File: src/rtl/sap_program_loader.sv
// sap_program_loader
//   Copies a stream of program bytes into the SAP-1 RAM by driving the W bus
//   and strobing the MAR and RAM latches. Each byte is written as an address
//   phase followed by a data phase. Each phase holds bus and strobe for
//   SETUP_CYCLES cycles, pulses the one-shot RAM clock for one cycle, and then
//   holds for one more cycle.
//
//   Parameters
//     DEPTH          words written per load (2..16)
//     SETUP_CYCLES   cycles bus/strobe are held before each RAM clock pulse (1..15)
//
//   Ports
//     clk_i            system clock, rising edge
//     rst_n_i          synchronous active-low reset
//     start_i          begin a load (sampled only in IDLE)
//     in_valid_i       source byte valid
//     in_data_i        source program byte
//     in_ready_o       byte accepted this cycle when in_valid_i is high
//     bus_out_o        value driven onto the W bus (0 when not driving)
//     bus_oe_o         loader owns the W bus
//     maddr_latch_o    MAR latch strobe
//     ram_latch_o      RAM write strobe
//     ram_clk_pulse_o  one-cycle pulse ORed into the one-shot clock
//     hold_cpu_o       hold CPU in reset during a load
//     busy_o           load in progress
//     done_o           one-cycle pulse after the final word
//     cur_addr_o       address currently being written
//
//   state     | meaning
//   ----------+-------------------------------------------------
//   IDLE      | no load; waiting for start
//   WAIT_BYTE | in_ready high; waiting for a source byte
//   A_SETUP   | address on bus, MAR latch high, setup countdown
//   A_PULSE   | address phase RAM clock pulse
//   A_HOLD    | address held one cycle after the pulse
//   D_SETUP   | byte on bus, RAM latch high, setup countdown
//   D_PULSE   | data phase RAM clock pulse
//   D_HOLD    | byte held; advance address or finish
//   DONE      | done pulse, back to IDLE

module sap_program_loader #(
    parameter int DEPTH        = 16,
    parameter int SETUP_CYCLES = 1
) (
    input  logic       clk_i,
    input  logic       rst_n_i,
    input  logic       start_i,
    input  logic       in_valid_i,
    input  logic [7:0] in_data_i,
    output logic       in_ready_o,
    output logic [7:0] bus_out_o,
    output logic       bus_oe_o,
    output logic       maddr_latch_o,
    output logic       ram_latch_o,
    output logic       ram_clk_pulse_o,
    output logic       hold_cpu_o,
    output logic       busy_o,
    output logic       done_o,
    output logic [3:0] cur_addr_o
);

    localparam logic [3:0] LAST_ADDR  = 4'(DEPTH - 1);
    // Down-counter reload: terminal count 0 gives SETUP_CYCLES cycles in setup.
    localparam logic [3:0] SETUP_LOAD = 4'(SETUP_CYCLES - 1);

    typedef enum logic [3:0] {
        IDLE, WAIT_BYTE, A_SETUP, A_PULSE, A_HOLD, D_SETUP, D_PULSE, D_HOLD, DONE
    } state_e;

    state_e     state_q, state_d;
    logic [3:0] cnt_q, cnt_d;
    logic [7:0] byte_q, byte_d;
    logic [3:0] addr_q, addr_d;

    always_ff @(posedge clk_i) begin
        if (!rst_n_i) begin
            state_q <= IDLE;
            cnt_q   <= 4'd0;
            byte_q  <= 8'd0;
            addr_q  <= 4'd0;
        end else begin
            state_q <= state_d;
            cnt_q   <= cnt_d;
            byte_q  <= byte_d;
            addr_q  <= addr_d;
        end
    end

    always_comb begin
        state_d         = state_q;
        cnt_d           = cnt_q;
        byte_d          = byte_q;
        addr_d          = addr_q;
        in_ready_o      = 1'b0;
        bus_out_o       = 8'h00;
        bus_oe_o        = 1'b0;
        maddr_latch_o   = 1'b0;
        ram_latch_o     = 1'b0;
        ram_clk_pulse_o = 1'b0;
        done_o          = 1'b0;
        busy_o          = (state_q != IDLE);
        hold_cpu_o      = (state_q != IDLE);

        case (state_q)
            IDLE: begin
                if (start_i) begin
                    state_d = WAIT_BYTE;
                    addr_d  = 4'd0;
                end
            end
            WAIT_BYTE: begin
                in_ready_o = 1'b1;
                if (in_valid_i) begin
                    byte_d  = in_data_i;
                    cnt_d   = SETUP_LOAD;
                    state_d = A_SETUP;
                end
            end
            A_SETUP: begin
                bus_oe_o      = 1'b1;
                bus_out_o     = {4'h0, addr_q};
                maddr_latch_o = 1'b1;
                if (cnt_q == 4'd0) state_d = A_PULSE;
                else               cnt_d   = cnt_q - 4'd1;
            end
            A_PULSE: begin
                bus_oe_o        = 1'b1;
                bus_out_o       = {4'h0, addr_q};
                maddr_latch_o   = 1'b1;
                ram_clk_pulse_o = 1'b1;
                state_d         = A_HOLD;
            end
            A_HOLD: begin
                bus_oe_o  = 1'b1;
                bus_out_o = {4'h0, addr_q};
                cnt_d     = SETUP_LOAD;
                state_d   = D_SETUP;
            end
            D_SETUP: begin
                bus_oe_o    = 1'b1;
                bus_out_o   = byte_q;
                ram_latch_o = 1'b1;
                if (cnt_q == 4'd0) state_d = D_PULSE;
                else               cnt_d   = cnt_q - 4'd1;
            end
            D_PULSE: begin
                bus_oe_o        = 1'b1;
                bus_out_o       = byte_q;
                ram_latch_o     = 1'b1;
                ram_clk_pulse_o = 1'b1;
                state_d         = D_HOLD;
            end
            D_HOLD: begin
                bus_oe_o  = 1'b1;
                bus_out_o = byte_q;
                if (addr_q == LAST_ADDR) begin
                    state_d = DONE;
                end else begin
                    addr_d  = addr_q + 4'd1;
                    state_d = WAIT_BYTE;
                end
            end
            DONE: begin
                done_o  = 1'b1;
                state_d = IDLE;
            end
            default: state_d = IDLE;
        endcase
    end

    assign cur_addr_o = addr_q;

endmodule
File: config.mk
export PLATFORM = sky130hd
export DESIGN_NAME = sap_program_loader
export DESIGN_NICKNAME = d
export VERILOG_FILES = /design/src/rtl/sap_program_loader.sv
export SDC_FILE = /design/constraint.sdc
export NUM_CORES = 1
export LEC_CHECK = 0
export CAP_MARGIN = 20
export CORE_UTILIZATION = 50
export CTS_BUF_LIST = sky130_fd_sc_hd__clkbuf_4
export DETAILED_ROUTE_END_ITERATION = 8
export PLACE_DENSITY = 0.87
export SLEW_MARGIN = 0
export SYNTH_ARGS = -nofsm -noshare
export SYNTH_HDL_FRONTEND = slang
export SYNTH_SLANG_ARGS = --single-unit
File: constraint.sdc
create_clock -name clk_i -period 2.6 [get_ports clk_i]
set_input_delay 0.26 -clock clk_i [delete_from_list [all_inputs] [get_ports clk_i]]
set_output_delay 0.26 -clock clk_i [all_outputs]
set_load 0.01 [all_outputs]
* After elaboration in Yosys (flattened, before gate mapping)
Index checks and enable logic that the tools add are counted.
Storage, ports and cells: register bits after elaboration 20, bits of input ports 12, output and inout bits 20, word-level logic and storage cells 56
Cells by class: add/subtract/negate cells 2, equality and inequality tests 15, multiplexer cells 19, reduce and logical (&&, ||, !) cells 16
Operators by type and width (count):
- $mux W4 | 9
- $pmux W4 S8 | 1
- $eq A4 B3 Y1 const B | 4
- $pmux W8 S2 | 1
- $ne A2 B2 Y1 const B | 6
- $pmux W4 S3 | 1
- $eq A4 B2 Y1 const B | 2
- $eq A4 B4 Y1 const B | 2
- $logic_not A4 Y1 | 2
- $pmux W4 S2 | 1
- $reduce_or A2 Y1 | 4
- $mux W1 | 6
- $reduce_and A3 Y1 | 2
- $reduce_or A3 Y1 | 2
- $reduce_or A6 Y1 | 1
- $add A4 B1 Y4 const B | 1
- $eq A4 B1 Y1 const B | 1
- $reduce_and A4 Y1 | 1
- $reduce_bool A4 Y1 | 1
- $sub A4 B1 Y4 const B | 1
- $reduce_bool A3 Y1 | 1
- $reduce_and A2 Y1 | 1
- $reduce_bool A2 Y1 | 1

* Logic depth before layout (Yosys ltp)
depth after elaboration 4, mapped depth 6, gate-level depth less buffers 6

* Worst setup path before layout
No wires, ideal clock.
kind reg-to-output, start register state_q[2], end output hold_cpu_o, arrival 1.424 ns, data required time 2.340 ns, path slack 0.916 ns, cell stages (with the launch flop) 5, path buffers 3, path through dfxtp_1 > buf_2 > buf_1 > or4_1 > buf_4
On the way: word-level cells in the longest chain between the ends 1
RTL lines:
- start: declaration | line 70 | state_e state_q, state_d;
- start signal: assignment | line 82 | state_q <= state_d;
- $reduce_bool A4 Y1
- end: declaration | line 56 | output logic hold_cpu_o,
No other way between the ends.

* Worst setup path in the final report
start register state_q[0], end output bus_out_o[2]
On the way: word-level cells in the longest chain between the ends 3, elaborated cells on any way between the ends 9, classes of those cells eq/ne (6); mux (1); reduce/logical (2)
RTL lines:
- $eq A4 B3 Y1 or $eq A4 B2 Y1 (tied branches) | line 104 | case (state_q)
- $reduce_or A3 Y1 (no line)
- $pmux W8 S2 * | line 104
- end: declaration | line 51 | output logic [7:0] bus_out_o,
Every way passes the cells marked *; elsewhere a longest branch is shown, timed or not.

==> impl_results.md <==
* Hpwl dp at 2.18 mm
* Slew Viols, Final at 0
* Final period util at 93.4%
* MaxCap Viol Count at 0
* Critical path class: reg -> out
* Tightest Pin Transition at 0.593 ns
* Number of clock sinks at 20
* CTS clk-pin slew, worst paths at 0.12 ns
* RR Endpoint: cnt_q[2]
* Total negative slack at 0 ns
* Cells after Synth at 154
* Chip height at 51.1 um
* Worst r2r path cells at 5
* Vias in the first global route at 1160
* TritonCTS clock tree: built
* Finished Layout Cells at 210
* Largest net degree at the start of global routing at 18
* Mapped Area at 0.00120 sq mm
* Critical path's largest stage delay at 0.50 ns
* Worst path most repeated cell: nor2_1
* Clk pwr share at 23.6%
* Final nets at 197
* Number of flops mapped to enable cells by yosys at 0
* Most frequent cells in the layout: clkdlybuf4s50_1 (31), nand2_1 (20), dfxtp_1 (20)
* Req. time, crit path at 2.34 ns
* Clk_skew at 0.00319 ns
* Hold worst-path end: byte_q[6]
* Hold Startpoint: byte_q[6]
* DRC viols at 0
* FP Rows at 17
* Via count at 1248
* Layout cells sized above 1 at 9.34%
* CTS Buf Count at 3
* Die W at 51.1 um
* Register area share after synthesis at 33.2%
* Synth cell types at 41
* GRT Overall Usage at 24.9%
* Crit path capture type: output port
* Antenna violations before repair at 0
* Combinational Power Share at 25.8%
* Syn nets at 168
* Layout area overhead at 29.2%
* Final WL at 3.00 mm
* Min-Delay Path Depth at 2
* Reg2Reg Launch Point: state_q[1]
* Worst skew pair latency at 0.30 ns
* Routed vias/inst at 5.94
* Commonest non-fill, non-tap cell in the layout: clkdlybuf4s50_1
* CP max FO at 11
* Power per standard cell area at 422 mW/mm^2
* Crit path launch: state_q[0]
* Final setup viols at 0
* Number of I/O pins at 32
* Die ar. at 0.00261 sq mm
* Status: completed
* Cell-internal power at 0.000461 W
* Fillcell total at 180
* Initial Util at 53.9%
* CP startpoint kind: flop
* Final hold vios at 0
* CTS max path bufs at 2
* VDD IR max at 278 uV
* H-tree levels at 1
* FF+latch count, synth at 20
* NetSw at 0.000196 W
* First-pass GRT wire length at 5.00 mm
* CP arrival at 2.17 ns
* Top_reg_cell synth: dfxtp_1
* Fin crit period at 2.43 ns
* Placed cells at 206
* Core Footprint at 0.00223 sq mm
* N_diodes at 0
* Port-buffer cells at 31
* Class of the worst hold path: reg -> reg
* Starting DRT DRC Count at 34
* Flop2flop setup slack at 0.75 ns
* Final Util at 69.7%
* Gp weighted congestion at 0.829
* Max frequency at 0.412 GHz
* Lkg Pwr at 0.551 nW
* Sw Share at 29.9%
* Sequential power share at 50.6%
* CP Cell Sequence: nor2_1 -> mux2_2 -> a22oi_1 -> nor2_1 -> clkdlybuf4s50_1
* Avg Inst Size Synth at 7.82 sq um
* Gr ovfl total at 0
* 1st-pass router iterations at 4
* Wirelength per Cell at 14.3 um
* CP max stage cell: clkdlybuf4s50_1
* RSZ-0062 raised after global routing: false
* CTS root buf: clkbuf_4
* Post-route ant nets at 0
* Asr flop ratio synth at 0%
* Yosys warning count at 0
* Slew headroom at 60.4%
[state kept, by name, summed over array words and instances (netlist names)]
signal	cells
cur_addr_o	4
cnt_q	4
byte_q	8
state_q	4
[layout make-up]
type / count / area [sq um] / area share [%]
multi-input cells: 118 / 736 / 47.3
flip-flops and latches: 20 / 400 / 25.7
repair buffers: 35 / 340 / 21.9
well taps: 28 / 35.0 / 2.25
clock buffers: 3 / 22.5 / 1.45
inverters: 5 / 18.8 / 1.21
clock inverters: 1 / 3.75 / 0.241
[cell usage after synthesis (all sizes together), types with 3 or more instances]
cell type | count | share of area (%)
nor3 | 3 | 1.2
nand2 | 20 | 6.2
and2 | 6 | 3.3
mux2 | 5 | 4.7
nor4b | 3 | 3.4
nand2b | 6 | 3.1
a22oi | 3 | 1.9
o21ai | 6 | 2.8
dfxtp | 20 | 33
nand3 | 12 | 5.0
inv | 5 | 1.6
nor2 | 13 | 4.1
buf | 5 | 2.7
clkbuf | 6 | 1.9
a21oi | 12 | 5.0
[power by group through the flow]
stage	Clock, W	Sequential (W)	Combinational (W)
3_5_place_dp	0	0.000339	0.000167
5_1_grt	0.000171	0.000334	0.000185
4_1_cts	0.000159	0.000332	0.000168
6_report	0.000155	0.000333	0.000169
3_3_place_gp	0	0.000338	0.000163
2_1_floorplan	0	0.000330	0.000116
[worst max path at each step]
stage / slack [ns] / cells past startpoint / endpoint
CTS: 0.17 / 4 / ram_latch_o
global placement: 0.57 / 4 / ram_latch_o
floorplan: 0.92 / 4 / hold_cpu_o
finish: 0.17 / 5 / bus_out_o[2]
global route: 0.09 / 5 / bus_out_o[1]
detailed placement: 0.55 / 4 / ram_latch_o
[worst max-delay path: cells and delay by family (launching register included)]
kind / cells / cell delay, ns
buffers and inverters: 1 / 0.50
DFF: 1 / 0.42
and+or+nand+nor: 2 / 0.38
AOI/OAI and AO/OA: 1 / 0.18
muxes: 1 / 0.38
[stage by stage]
step,setup WS (ns),instance area (sq um),total power [W],hold WS [ns]
CTS,0.174,1550,0.000659,0.459
global route,0.0873,1560,0.000690,0.497
global placement,0.569,1530,0.000500,0.438
finish,0.172,1560,0.000657,0.458
floorplan,0.916,1200,0.000446,0.407
detailed placement,0.546,1530,0.000506,0.442
[kinds of logic (layout without fill, tap and decap cells)]
logic type | count (synthesis) | count (layout) | synth area share (%)
AO/OA/AOI/OAI | 35 | 35 | 19.1
XOR/XNOR | 1 | 1 | 0.727
adder cells (fa/ha/maj) | 2 | 2 | 2.08
buffers and inverters | 16 | 44 | 6.13
flip-flops | 20 | 20 | 33.2
multiplexers | 7 | 7 | 6.33
AND/OR/NAND/NOR | 73 | 73 | 32.4
[timing repair]
| action | 4_1_cts | 5_1_grt |
|---|---|---|
| setup buffers | 0 | 0 |
| gates resized for setup | 0 | 1 |
| setup endpoints to repair | 0 | 5 |
| hold buffers | 0 | 0 |
[metal layers]
| layer | global-route usage, % | routed length, um |
|---|---|---|
| met1 | 30.7 | 1310 |
| met2 | 43.4 | 1440 |
| met3 | 2.98 | 193 |
| met4 | 10.2 | 54 |
| met5 | 0 | 0 |
Power figures use the tool's default switching activity.
